**config.mk**
```make
export PLATFORM = sky130hd
export DESIGN_NAME = wb_scheduler
export DESIGN_NICKNAME = d
export VERILOG_FILES = /design/src/rtl/wb_scheduler_pkg.sv /design/src/rtl/wb_ret_fifo.sv /design/src/rtl/wb_scheduler.sv
export SDC_FILE = /design/constraint.sdc
export NUM_CORES = 1
export LEC_CHECK = 0
export ABC_CLOCK_PERIOD_IN_PS = 4000
export CORE_UTILIZATION = 25
export DETAILED_ROUTE_END_ITERATION = 12
export SLEW_MARGIN = 20
export SYNTH_ARGS = -nofsm -noshare
export SYNTH_HDL_FRONTEND = slang
export SYNTH_HIERARCHICAL = 1
export SYNTH_SLANG_ARGS = --single-unit
```
**constraint.sdc**
```tcl
create_clock -name clk -period 4 [get_ports clk]
set_clock_uncertainty 0.05 [all_clocks]
set_input_delay 0.6 -clock clk [delete_from_list [all_inputs] [get_ports clk]]
set_output_delay 0.6 -clock clk [all_outputs]
set_load 0.05 [all_outputs]
```
**src/rtl/wb_scheduler_pkg.sv**
```systemverilog
// Shared writeback definitions: mux select encodings, register address width
// and the load-return record carried through the return FIFO.
package wb_scheduler_pkg;

    localparam int REG_AW = 5;

    localparam logic [1:0] WB_LOAD = 2'b00;
    localparam logic [1:0] WB_ALU  = 2'b01;
    localparam logic [1:0] WB_PC4  = 2'b10;

    typedef struct packed {
        logic [REG_AW-1:0] rd;
        logic [31:0]       data;
    } ld_ret_t;

endpackage

```
**src/rtl/wb_ret_fifo.sv**
```systemverilog
// Generic synchronous FIFO with full/empty flags, head always visible.
// Latency: one cycle from push to head; head is combinational from storage.
// Backpressure: push ignored when full unless a pop happens in the same cycle.
module wb_ret_fifo #(
    parameter int WIDTH = 37,
    parameter int DEPTH = 2
) (
    input  logic             clk,
    input  logic             rst,
    input  logic             push,
    input  logic [WIDTH-1:0] push_dat,
    input  logic             pop,
    output logic [WIDTH-1:0] head_dat,
    output logic             full,
    output logic             empty
);
    localparam int AW = $clog2(DEPTH);

    logic [WIDTH-1:0] mem [DEPTH];
    logic [AW-1:0]    wr_ptr;
    logic [AW-1:0]    rd_ptr;
    logic [AW:0]      count;
    logic             do_push;
    logic             do_pop;

    assign empty    = (count == '0);
    assign full     = (count == (AW+1)'(DEPTH));
    assign do_pop   = pop && !empty;
    assign do_push  = push && (!full || do_pop);
    assign head_dat = mem[rd_ptr];

    always_ff @(posedge clk) begin
        if (do_push) begin
            mem[wr_ptr] <= push_dat;
        end
    end

    // Pointers are exactly AW bits wide, so DEPTH being a power of two gives the wrap for free.
    always_ff @(posedge clk or posedge rst) begin
        if (rst) begin
            wr_ptr <= '0;
            rd_ptr <= '0;
            count  <= '0;
        end else begin
            if (do_push) wr_ptr <= wr_ptr + 1'b1;
            if (do_pop)  rd_ptr <= rd_ptr + 1'b1;
            case ({do_push, do_pop})
                2'b10:   count <= count + 1'b1;
                2'b01:   count <= count - 1'b1;
                default: count <= count;
            endcase
        end
    end

endmodule

```
**src/rtl/wb_scheduler.sv**
```systemverilog
// Register-file write-port arbiter between pipeline writebacks and buffered load returns, with a load scoreboard.
// Latency: grant and write are combinational in the cycle of request; a load return writes no earlier than the next cycle.
// Backpressure: wb_stall holds MEM/WB, raw_stall holds IF/ID, lsu_rready deasserts when the return FIFO is full.
module wb_scheduler
    import wb_scheduler_pkg::*;
#(
    parameter int FIFO_DEPTH      = 2,
    parameter int MAX_OUTSTANDING = 4,
    parameter int STARVE_LIMIT    = 3
) (
    input  logic              clk,
    input  logic              rst,
    input  logic              ld_issue,
    input  logic [REG_AW-1:0] ld_issue_rd,
    output logic              ld_issue_ready,
    input  logic              lsu_rvalid,
    input  logic [REG_AW-1:0] lsu_rd,
    input  logic [31:0]       lsu_rdata,
    output logic              lsu_rready,
    input  logic              wb_req,
    input  logic [REG_AW-1:0] wb_rd,
    input  logic [1:0]        wb_src,
    input  logic [REG_AW-1:0] id_rs1,
    input  logic [REG_AW-1:0] id_rs2,
    output logic [1:0]        wb_sel,
    output logic [31:0]       ld_wdata,
    output logic              rf_we,
    output logic [REG_AW-1:0] rf_waddr,
    output logic              wb_stall,
    output logic              raw_stall,
    output logic [2:0]        pending_cnt
);
    localparam int SW = $clog2(STARVE_LIMIT + 1);
    localparam int CW = $clog2(MAX_OUTSTANDING + 1);

    ld_ret_t     ret_in;
    ld_ret_t     head;
    logic        fifo_full;
    logic        fifo_empty;
    logic        ld_gnt;
    logic        pipe_gnt;
    logic        waw;
    logic        issue_acc;
    logic [31:0] pending_q;
    logic [31:0] pending_nxt;
    logic [CW-1:0] cnt_q;
    logic [CW-1:0] cnt_nxt;
    logic [SW-1:0] starve_q;

    assign ret_in = '{rd: lsu_rd, data: lsu_rdata};

    wb_ret_fifo #(
        .WIDTH ($bits(ld_ret_t)),
        .DEPTH (FIFO_DEPTH)
    ) u_ret_fifo (
        .clk      (clk),
        .rst      (rst),
        .push     (lsu_rvalid && lsu_rready),
        .push_dat (ret_in),
        .pop      (ld_gnt),
        .head_dat (head),
        .full     (fifo_full),
        .empty    (fifo_empty)
    );

    assign lsu_rready = !fifo_full;

    // A full FIFO or a starved head always wins; otherwise the in-order pipe has priority.
    assign ld_gnt   = !fifo_empty && (fifo_full || !wb_req || starve_q == SW'(STARVE_LIMIT));
    assign waw      = wb_req && (wb_rd != '0) && pending_q[wb_rd];
    assign pipe_gnt = !rst && !ld_gnt && wb_req && !waw;
    assign wb_stall = !rst && wb_req && !pipe_gnt;

    assign raw_stall = ((id_rs1 != '0) && pending_q[id_rs1]) ||
                       ((id_rs2 != '0) && pending_q[id_rs2]);

    assign ld_issue_ready = (int'(cnt_q) < MAX_OUTSTANDING) && !pending_q[ld_issue_rd];
    assign issue_acc      = ld_issue && ld_issue_ready;
    assign ld_wdata       = fifo_empty ? '0 : head.data;
    assign pending_cnt    = 3'(cnt_q);

    always_comb begin
        wb_sel   = WB_ALU;
        rf_we    = 1'b0;
        rf_waddr = '0;
        if (ld_gnt) begin
            wb_sel   = WB_LOAD;
            rf_we    = (head.rd != '0);
            rf_waddr = head.rd;
        end else if (pipe_gnt) begin
            wb_sel   = wb_src;
            rf_we    = (wb_rd != '0);
            rf_waddr = wb_rd;
        end
    end

    // Set after clear so a same-cycle reissue to the retiring register stays pending.
    always_comb begin
        pending_nxt = pending_q;
        if (ld_gnt) pending_nxt[head.rd] = 1'b0;
        if (issue_acc && ld_issue_rd != '0) pending_nxt[ld_issue_rd] = 1'b1;
    end

    always_comb begin
        cnt_nxt = cnt_q;
        if (issue_acc && !ld_gnt) begin
            cnt_nxt = cnt_q + 1'b1;
        end else if (ld_gnt && !issue_acc && cnt_q != '0) begin
            cnt_nxt = cnt_q - 1'b1;
        end
    end

    always_ff @(posedge clk or posedge rst) begin
        if (rst) begin
            pending_q <= '0;
            cnt_q     <= '0;
            starve_q  <= '0;
        end else begin
            pending_q <= pending_nxt;
            cnt_q     <= cnt_nxt;
            if (fifo_empty || ld_gnt) begin
                starve_q <= '0;
            end else if (pipe_gnt && starve_q != SW'(STARVE_LIMIT)) begin
                starve_q <= starve_q + 1'b1;
            end
        end
    end

endmodule

```
==> results.md, run 1 <==
* Tmin final at 3730 ps
* Worst EP required at 3350 ps
* Max VDD drop at 301 µV
* Clock root buffer: clkbuf_16
* Synth Instances at 474
* Vias in the first global route at 4424
* Relative slew margins at 33.7%
* Tot GR Track Use at 13.9%
* Warnings, synthesis at 6
* Final wirelength at 16.8 mm
* GP Congestion at 0.828
* Htree depth at 4
* Drt pass-1 iters at 4
* Clk buf depth at 2
* Largest net degree at the start of global routing at 38
* Nets at 654
* IO Count at 111
* First-pass GRT wire length at 25.3 mm
* Crit-path max FO at 9
* Clock Latency Late Sink at 410 ps
* Final period util at 93.3%
* # setup viols final at 0
* Worst r2r src: u_ret_fifo/count[1]
* Share of the synthesized area in the top cell type at 36.6%
* DR iter-0 viols at 357
* Setup TNS at 0 ps
* Pins Over Slew Limit at 0
* Cell area power density at 813 nW/µm²
* Chip height at 158 µm
* Vias/cell at 4.77
* Worst Setup Path Type: in2out
* Total Power at 6650 µW
* Number of diodes at 0
* Leakage at 0.00292 µW
* Initial Utilization at 25.7%
* Crit Reg-Reg Endpoint: u_ret_fifo/mem[1][33]
* Post-DP HPWL at 11.9 mm
* Postcts setup bufs at 0
* Worst Setup Start Kind: input pin
* Total CTS buffers at 17
* Most area-consuming cells after synthesis: edfxtp_1, dfrtp_1, mux4_2
* Multi-input gate area at 2660 µm²
* Die X at 158 µm
* Synthesized area per cell at 12.8 µm²
* Hold_ws at 384 ps
* Number of antenna violations at the first check in global routing at 0
* Fillers at 2326
* Final hold vios at 0
* Area taken by flip-flops and latches at 3250 µm²
* WP data arrival at 3080 ps
* Grt ovf at 0
* Yosys top cell by area: edfxtp_1
* CTS tree: done
* #FFs+latches synth at 115
* Vias post-DR at 4392
* Crit path from: wb_rd[2]
* Max cap viols at 0
* Clk slew on worst S/H paths at 60 ps
* R2R cell count at 8
* HP Class: in2async
* Cell area after synthesis at 6070 µm²
* CP Capture Type: primary output
* Core area at 23600 µm²
* Run status: completed
* Sequential element share of the synthesized area at 53.5%
* Reg-to-reg setup timing slack at 1110 ps
* Syn_nets at 540
* # rows at 56
* Setup crit end: rf_waddr[2]
* Post-CTS Resized at 0
* Hold Buf Count CTS at 0
* # DRC at 0
* ANT nets after route at 0
* Number of clock sinks at 115
* RSZ-0062 raised after global routing: false
* Die Area at 24900 µm²
* Port bufs at 110
* Synth unique cells at 49
* Layout area overhead at 34.7%
* Worst-margin pin slew at 994 ps
* Layout cell share with drive strength beyond 1 at 24.6%
* WL/cell at 18.2 µm
* Achievable clock frequency at 0.268 GHz
==> placed cells by master (no fill, tap or decap), types with 3 or more instances in the layout <==
cell and instances:
a21oi_1 6, and3_1 3, buf_12 8, buf_4 18, clkbuf_16 17, clkdlybuf4s50_1 99, clkinvlp_4 4, dfrtp_1 41
edfxtp_1 74, inv_1 9, inv_6 6, mux2_2 40, mux2i_1 17, mux4_2 27, nand2_1 23, nand2b_1 4
nand3_1 11, nand3b_1 9, nand4_1 5, nor2_1 9, nor2b_1 37, nor3_1 6, nor3b_1 4, o2111ai_1 3
o21ai_0 65, o21ai_2 8, or2_2 3, or3_1 6, or3b_2 4, xnor2_1 3
==> cells in the mapped netlist (all sizes together) <==
master   instances
nand2           25
a22oi            2
nand3           11
dfrtp           41
fa               1
ha               1
a41oi            1
edfxtp          74
a21oi            6
or4              1
mux4            27
a21o             1
and4             1
or3              6
o22a             1
nor2            11
nor3             6
nand2b           4
nor3b            4
a2111oi          1
nor2b           37
nand3b           9
o2111ai          3
o21a             2
inv              9
or3b             5
xor2             1
nand4            5
clkbuf          18
o221ai           2
a22o             1
o22ai            2
a21boi           1
a31o             1
mux2            40
or2              4
mux2i           17
buf             12
xnor2            3
o21ai           73
and3             4
==> critical path: stages <==
cell	delay, ps
clkdlybuf4s50_1	590
or3b_2	550
o22ai_1	180
nor3_1	80
a31o_2	260
nor2_1	350
o21ai_0	250
buf_12	200
==> state kept, by name (all words and copies together), names as in the netlist <==
register           cells
u_ret_fifo/rd_ptr      1
u_ret_fifo/wr_ptr      1
u_ret_fifo/mem        74
starve_q               2
pending_cnt            3
pending_q             32
u_ret_fifo/count       2
==> where the power goes <==
part / total [µW] / internal (µW) / switching (µW)
Combinational: 3220 / 1300 / 1920
Sequential: 2020 / 1660 / 356
Clock: 1400 / 809 / 595
==> metal layers <==
layer | up-vias | routed length (µm) | GRT usage (%)
met5 | - | 0 | 0
met4 | 0 | 366 | 5.22
met3 | 24 | 900 | 2.76
met2 | 120 | 8240 | 23.1
met1 | 2218 | 7260 | 17.6
li1 | 2030 | - | -
==> area by class of cell <==
type                    count  area share, %
clock inverters            14           1.45
clock buffers              18           5.25
flip-flops and latches    115           39.7
well taps                 319           4.88
inverters                   9          0.413
repair buffers            125           15.7
multi-input cells         320           32.6
==> metrics by stage <==
stage               setup WS (ps)  utilization, %  area, µm²  instances
global placement              278            32.3       7630        888
CTS                           255            34.6       8180        920
floorplan                    46.9               -       6070        474
detailed placement            261            32.3       7630        888
global route                  122            34.6       8180        920
finish                        269            34.6       8180        920
==> worst min path at each step <==
stage	endpoint	cells past startpoint	start
floorplan	u_ret_fifo/count[0]	1	rst
global placement	u_ret_fifo/wr_ptr	1	u_ret_fifo/wr_ptr
detailed placement	u_ret_fifo/wr_ptr	1	u_ret_fifo/wr_ptr
CTS	u_ret_fifo/rd_ptr	2	rst
global route	u_ret_fifo/rd_ptr	2	rst
finish	u_ret_fifo/rd_ptr	2	rst
==> kinds of logic after synthesis <==
family / Yosys count / synth area share (%)
AOI/OAI and AO/OA: 97 / 9.83
muxes: 84 / 20.2
adders and majority gates: 2 / 0.536
xor gates and xnor gates: 4 / 0.577
DFF: 115 / 53.5
and+or+nand+nor: 133 / 12.5
buffers and inverters: 39 / 2.78
Power figures use the tool's default switching activity.
==> run 2, diff against run 1 <==
--- a/config.mk
+++ b/config.mk
@@ -6,7 +6,7 @@
 export NUM_CORES = 1
 export LEC_CHECK = 0
-export ABC_CLOCK_PERIOD_IN_PS = 4000
 export CORE_UTILIZATION = 25
 export DETAILED_ROUTE_END_ITERATION = 12
+export GPL_TIMING_DRIVEN = 0
 export SLEW_MARGIN = 20
 export SYNTH_ARGS = -nofsm -noshare
==> constraint.sdc (replaced) <==
create_clock -name clk -period 4 [get_ports clk]
set_clock_uncertainty 0.05 [all_clocks]
set_input_delay 0.8 -clock clk [delete_from_list [all_inputs] [get_ports clk]]
set_output_delay 0.8 -clock clk [all_outputs]
set_load 0.05 [all_outputs]
==> run 2 against run 1 <==
Fmax is 2.9% lower. Die area stayed put. Critical path depth is 1 lower. Sequential power is 3% lower. Count of clock-buffer cells in the layout is 1 lower. Combinational power is 2% lower. Utilization is 0.090 points lower. First-iteration DRC count is 32% lower. Non-clock buffer count is 7 higher. Total power is 0.21% lower. Final area is 0.26% lower. Critical path type is now reg2out.
==> results.md, run 2 (same netlist as run 1, synthesis figures left out) <==
* Relative slew margins at 37.3% (was 33.7%)
* Initial Utilization at 25.7% (unchanged)
* Total CTS buffers at 17 (unchanged)
* CTS tree: done (unchanged)
* Most frequent cells in the layout: clkdlybuf4s50_1, edfxtp_1, o21ai_0, dfrtp_1, mux2_2 (unchanged)
* Crit path cell chain: buf_2 -> buf_4 -> mux2_2 -> clkbuf_1 -> or3_1 -> o22a_1 -> clkdlybuf4s15_2 (was clkdlybuf4s50_1 -> or3b_2 -> o22ai_1 -> nor3_1 -> a31o_2 -> nor2_1 -> o21ai_0 -> buf_12)
* # rows at 56 (unchanged)
* Cell family with most CP delay: buffers and inverters (was simple AND/OR/NAND/NOR gates)
* Crit-path max FO at 10 (was 9)
* GP Congestion at 0.830 (was 0.828)
* Clk buf depth at 2 (unchanged)
* Post-DP HPWL at 11.8 mm (was 11.9 mm)
* Vias in the first global route at 4363 (was 4424)
* Clock Latency Late Sink at 410 ps (about the same)
* RSZ-0062 raised after global routing: false (unchanged)
* First-pass GRT wire length at 24.7 mm (was 25.3 mm)
* Die Area at 24900 µm² (unchanged)
* Layout area overhead at 34.4% (was 34.7%)
* Max VDD drop at 298 µV (was 301 µV)
* Hold Buf Count CTS at 0 (unchanged)
* Dpl cell area at 7540 µm² (was 7630 µm²)
* Number of antenna violations at the first check in global routing at 1 (was 0)
* Port bufs at 100 (was 110)
* Power Internal at 3770 µW (about the same)
* Worst Setup Path Type: reg2out (was in2out)
* Largest net degree at the start of global routing at 38 (unchanged)
* Sequential Power Share at 29.5% (was 30.4%)
* Clk slew on worst S/H paths at 60 ps (about the same)
* Grt ovf at 0 (unchanged)
* Vias/cell at 4.77 (about the same)
* # setup viols final at 0 (unchanged)
* DP Worst Slack at -626 ps (was 261 ps)
* Critical-path top delay cell: or3_1 (was clkdlybuf4s50_1)
* Util after Layout at 34.5% (was 34.6%)
* Combinational power share at 47.9% (was 48.5%)
* Cell area power density at 813 nW/µm² (about the same)
* Final hold vios at 0 (unchanged)
* Clock root buffer: clkbuf_16 (unchanged)
* Tot GR Track Use at 13.5% (was 13.9%)
* DR iter-0 viols at 241 (was 357)
* CP Capture Type: primary output (unchanged)
* Most flops, register: u_ret_fifo/mem (unchanged)
* Final Worst Setup Slack at 156 ps (was 269 ps)
* Max reg flops at 74 (unchanged)
* Achievable clock frequency at 0.260 GHz (was 0.268 GHz)
* Core area at 23600 µm² (unchanged)
* Sw Ratio at 43.1% (was 43.2%)
* WP data arrival at 2990 ps (was 3080 ps)
* HP Class: reg2reg (was in2async)
* Chip height at 158 µm (unchanged)
* Most common cell after layout, fill and taps aside: clkdlybuf4s50_1 (unchanged)
* Vias post-DR at 4422 (was 4392)
* Leakage at 0.00294 µW (was 0.00292 µW)
* ANT nets after route at 0 (unchanged)
* Tmin final at 3840 ps (was 3730 ps)
* Final wirelength at 16.3 mm (was 16.8 mm)
* Worst-margin pin slew at 941 ps (was 994 ps)
* Htree depth at 4 (unchanged)
* Run status: completed (unchanged)
* Final period util at 96.1% (was 93.3%)
* Nets at 661 (was 654)
* Worst EP required at 3150 ps (was 3350 ps)
* Layout cell share with drive strength beyond 1 at 25.8% (was 24.6%)
* WL/cell at 17.6 µm (was 18.2 µm)
* Buf/Inv on CP at 4 (was 2)
* Die X at 158 µm (unchanged)
* Largest stage delay, worst path at 450 ps (was 590 ps)
* Clock power frac at 22.6% (was 21.1%)
* Number of clock sinks at 115 (unchanged)
* Worst Setup Start Kind: register (was input pin)
* Multi-input gate area at 2670 µm² (was 2660 µm²)
* # DRC at 0 (unchanged)
* Fillers at 2318 (was 2326)
* IO Count at 111 (unchanged)
* Setup TNS at 0 ps (unchanged)
* Pins Over Slew Limit at 0 (unchanged)
* Drt pass-1 iters at 5 (was 4)
* Psw at 2860 µW (was 2870 µW)
* Max cap viols at 0 (unchanged)
* Fin area at 8160 µm² (was 8180 µm²)
* Area taken by flip-flops and latches at 3250 µm² (unchanged)
## run 2: worst paths after layout
| kind | from | to | slack, ps | depth (start not counted) |
|---|---|---|---|---|
| worst max-delay path | u_ret_fifo/rd_ptr | rf_we | 160 | 7 |
| worst min-delay path | u_ret_fifo/wr_ptr | u_ret_fifo/wr_ptr | 500 | 1 |
| worst max register to register | u_ret_fifo/count[0] | u_ret_fifo/mem[1][33] | 730 | 6 |
| worst min register to register | u_ret_fifo/wr_ptr | u_ret_fifo/wr_ptr | 500 | 1 |
| max in group asynchronous | rst | pending_q[20] | 2700 | 3 |
| min in group asynchronous | rst | u_ret_fifo/rd_ptr | 620 | 2 |
## run 2: cell type report
class | instances | area share [%]
Antenna cell | 1 | 0.0307
Buffer | 28 | 1.75
Clock buffer | 17 | 5.21
Clock inverter | 15 | 2.01
Inverter | 9 | 0.414
Multi-Input combinational cell | 320 | 32.8
Sequential cell | 115 | 39.8
Tap cell | 319 | 4.89
Timing Repair Buffer | 104 | 13.1
## run 2: power groups by stage
stage	registers, µW	clock network [µW]	logic, µW
after floorplan	1910	0	2170
after global placement	1960	0	3170
after detailed placement	1960	0	3210
after CTS	1950	1530	3200
after global routing	2000	1570	3370
final	1960	1500	3170
## run 2: worst register-to-register path: cells and delay by family, from the launching register on
| kind | cells | cell delay [ps] |
|---|---|---|
| buf+inv | 2 | 430 |
| flops | 1 | 450 |
| simple gates | 4 | 1930 |
## run 2: metrics by stage
step | total power [µW] | std cells | hold slack (ps)
after floorplan | 4080 | 474 | 408
after global placement | 5140 | 893 | 426
after detailed placement | 5170 | 895 | 486
after CTS | 6680 | 926 | 500
after global routing | 6950 | 927 | 523
final | 6630 | 928 | 502
## run 2: metal layers
layer  vias to the layer above  wire length (µm)  share of wire, %  global-route usage [%]
met5                         -                 0                 0                       0
met4                         0               325               2.0                    5.09
met3                        23               900               5.5                    3.39
met2                       132              7980                49                    21.9
met1                      2211              7130                44                    17.1
li1                       2056                 -                 -                       -
## run 2: what timing repair did
action	4_1_cts	5_1_grt
resized for setup	46	13
gates cloned	0	0
setup endpoints to repair	11	10
buffers inserted	0	2
hold endpoints to repair	0	0
==> run 3, diff against run 2 <==
clock period = 3.64 ns   (was 4 ns; I/O delays follow)
==> run 3 against run 2 <==
Sequential power increased by 8%. Hold slack got worse by 11 ps. First-iteration DRC count increased by 40%. Routed wire length increased by 3.1%. Non-clock buffer count increased by 1. Count of clock-buffer cells in the layout increased by 1. Sequential share of layout area decreased by 0.14 points. Die area unchanged.
==> results.md, run 3 (same netlist as run 1, synthesis figures left out) <==
* Worst Setup Path Type: in2out (was reg2out)
* Setup TNS at 0 ps (unchanged)
* Worst r2r src: u_ret_fifo/count[1] (was u_ret_fifo/count[0])
* Power Internal at 4270 µW (was 3770 µW)
* Most frequent cells in the layout: clkdlybuf4s50_1, edfxtp_1, o21ai_0, dfrtp_1, mux2_2 (unchanged)
* Layout area overhead at 34.9% (was 34.4%)
* Combinational power share at 48.1% (was 47.9%)
* Clk slew on worst S/H paths at 50 ps (was 60 ps)
* Clk buf depth at 2 (unchanged)
* Area taken by flip-flops and latches at 3250 µm² (unchanged)
* Reg-to-reg setup timing slack at 640 ps (was 730 ps)
* Vias post-DR at 4425 (was 4422)
* Crit-path max FO at 7 (was 10)
* Max reg flops at 74 (unchanged)
* Nets at 662 (was 661)
* WP data arrival at 2830 ps (was 2990 ps)
* Initial Utilization at 25.7% (unchanged)
* Number of clock sinks at 115 (unchanged)
* Total CTS buffers at 17 (unchanged)
* Sw Ratio at 41.9% (was 43.1%)
* Worst Setup Start Kind: input pin (was register)
* Clock root buffer: clkbuf_16 (unchanged)
* CTS tree: done (unchanged)
* Psw at 3080 µW (was 2860 µW)
* Dpl cell area at 7550 µm² (was 7540 µm²)
* Number of antenna violations at the first check in global routing at 1 (unchanged)
* Util after Layout at 34.7% (was 34.5%)
* IO Count at 111 (unchanged)
* Worst EP required at 2860 ps (was 3150 ps)
* Final period util at 99.0%
* Vias in the first global route at 4404 (was 4363)
* Max cap viols at 0 (unchanged)
* Achievable clock frequency at 0.277 GHz
* Max VDD drop at 475 µV (was 298 µV)
* RSZ-0062 raised after global routing: true (was false)
* GP Congestion at 0.808 (was 0.830)
* Leakage at 0.00296 µW (was 0.00294 µW)
* Chip height at 158 µm (unchanged)
* Multi-input gate area at 2710 µm² (was 2670 µm²)
* Run status: completed (unchanged)
* Die X at 158 µm (unchanged)
* WL/cell at 18.1 µm (was 17.6 µm)
* Crit Reg-Reg Endpoint: u_ret_fifo/mem[1][31] (was u_ret_fifo/mem[1][33])
* Hold path cells at 1 (unchanged)
* HP Class: reg2reg (unchanged)
* ANT nets after route at 0 (unchanged)
* Clock power frac at 23.1% (was 22.6%)
* Hold endpoint: pending_q[0] (was u_ret_fifo/wr_ptr)
* # setup viols final at 0 (unchanged)
* Fin area at 8190 µm² (was 8160 µm²)
* DR iter-0 viols at 337 (was 241)
* Most flops, register: u_ret_fifo/mem (unchanged)
* Most common cell after layout, fill and taps aside: clkdlybuf4s50_1 (unchanged)
* Largest stage delay, worst path at 470 ps (was 450 ps)
* Fillers at 2316 (was 2318)
* # rows at 56 (unchanged)
* Clock Latency Late Sink at 410 ps (about the same)
* Layout cell share with drive strength beyond 1 at 27.4% (was 25.8%)
* Crit path cell chain: dlygate4sd2_1 -> or3_4 -> or4_1 -> inv_1 -> a31o_2 -> nor2_4 -> buf_4 -> o21ai_2 -> clkbuf_4 (was buf_2 -> buf_4 -> mux2_2 -> clkbuf_1 -> or3_1 -> o22a_1 -> clkdlybuf4s15_2)
* Die Area at 24900 µm² (unchanged)
* Relative slew margins at 35.5% (was 37.3%)
* Grt ovf at 0 (unchanged)
* Tot GR Track Use at 14.2% (was 13.5%)
* Cell area power density at 897 nW/µm² (was 813 nW/µm²)
* Vias/cell at 4.76 (was 4.77)
* Port bufs at 100 (unchanged)
* Tmin final at 3600 ps
* # DRC at 0 (unchanged)
* Worst-margin pin slew at 967 ps (was 941 ps)
* Htree depth at 4 (unchanged)
* Pins Over Slew Limit at 0 (unchanged)
* Final wirelength at 16.8 mm (was 16.3 mm)
* Largest net degree at the start of global routing at 38 (unchanged)
* Critical-path top delay cell: or4_1 (was or3_1)
* R2R cell count at 8 (was 6)
* First-pass GRT wire length at 25.9 mm (was 24.7 mm)
* Drt pass-1 iters at 5 (unchanged)
* Sequential Power Share at 28.8% (was 29.5%)
* Hold_sp: pending_q[0] (was u_ret_fifo/wr_ptr)
* CP Capture Type: primary output (unchanged)
* Core area at 23600 µm² (unchanged)
* Post-DP HPWL at 12.0 mm (was 11.8 mm)
* Final hold vios at 0 (unchanged)
* Hold Buf Count CTS at 0 (unchanged)
run 3: cell count changes in the layout (fill, tap and decap cells not counted), sizes merged:
cell and change:
inv -4, clkdlybuf4s50 -1, clkinvlp +1, bufinv +2, dlygate4sd2 +1, clkdlybuf4s15 -5
buf +9, clkdlybuf4s18 -2
run 3: worst max path at each step:
| stage | from | to | cells after the start |
|---|---|---|---|
| after detailed placement | wb_rd[0] | wb_sel[0] | 8 |
| after global routing | wb_rd[0] | rf_waddr[0] | 10 |
| after global placement | wb_req | u_ret_fifo/mem[0][16] | 8 |
| after floorplan | wb_rd[0] | wb_sel[1] | 7 |
| after CTS | wb_rd[3] | wb_sel[0] | 8 |
| final | wb_rd[3] | rf_waddr[0] | 9 |
run 3: layout make-up:
class                   count  share of cell area, %
flip-flops and latches    115                   39.7
multi-input cells         320                   33.0
repair buffers            106                   12.7
clock buffers              18                   5.24
well taps                 319                   4.88
clock inverters            14                   2.14
plain buffers              27                   1.83
inverters                   9                  0.413
diodes                      1                 0.0306
run 3: worst max-delay path: cells and delay by family:
kind	cells	cell delay, ps
AO/OA/AOI/OAI	2	290
buffers and inverters	4	810
AND/OR/NAND/NOR	3	990
run 3: stage by stage:
stage	instances	total power, µW	hold slack [ps]	setup WS (ps)
after floorplan	474	4500	427	-134
after global placement	893	5640	440	-1220
after detailed placement	895	5690	473	-1130
after CTS	925	7400	488	-14.3
after global routing	929	7710	504	-26.5
final	929	7350	491	35.0
run 3: power groups by stage:
stage / logic, µW / registers [µW] / clock network, µW
after CTS: 3550 / 2120 / 1740
after detailed placement: 3550 / 2140 / 0
final: 3530 / 2120 / 1700
after global routing: 3740 / 2180 / 1780
after floorplan: 2400 / 2100 / 0
after global placement: 3520 / 2120 / 0
run 3: metal layers:
layer  track usage, %  routed length, µm  part of all wire, %
met5                0                  0                    0
met2             22.4               8120                   48
met1             18.7               7410                   44
met4             6.75                406                  2.4
met3             2.90                921                  5.5
run 3: repair_timing:
item	in CTS	in global routing
endpoints found under the hold margin	0	0
pin swaps	0	1
setup buffers	1	3
gates resized for setup	66	20
setup endpoints to repair	11	8
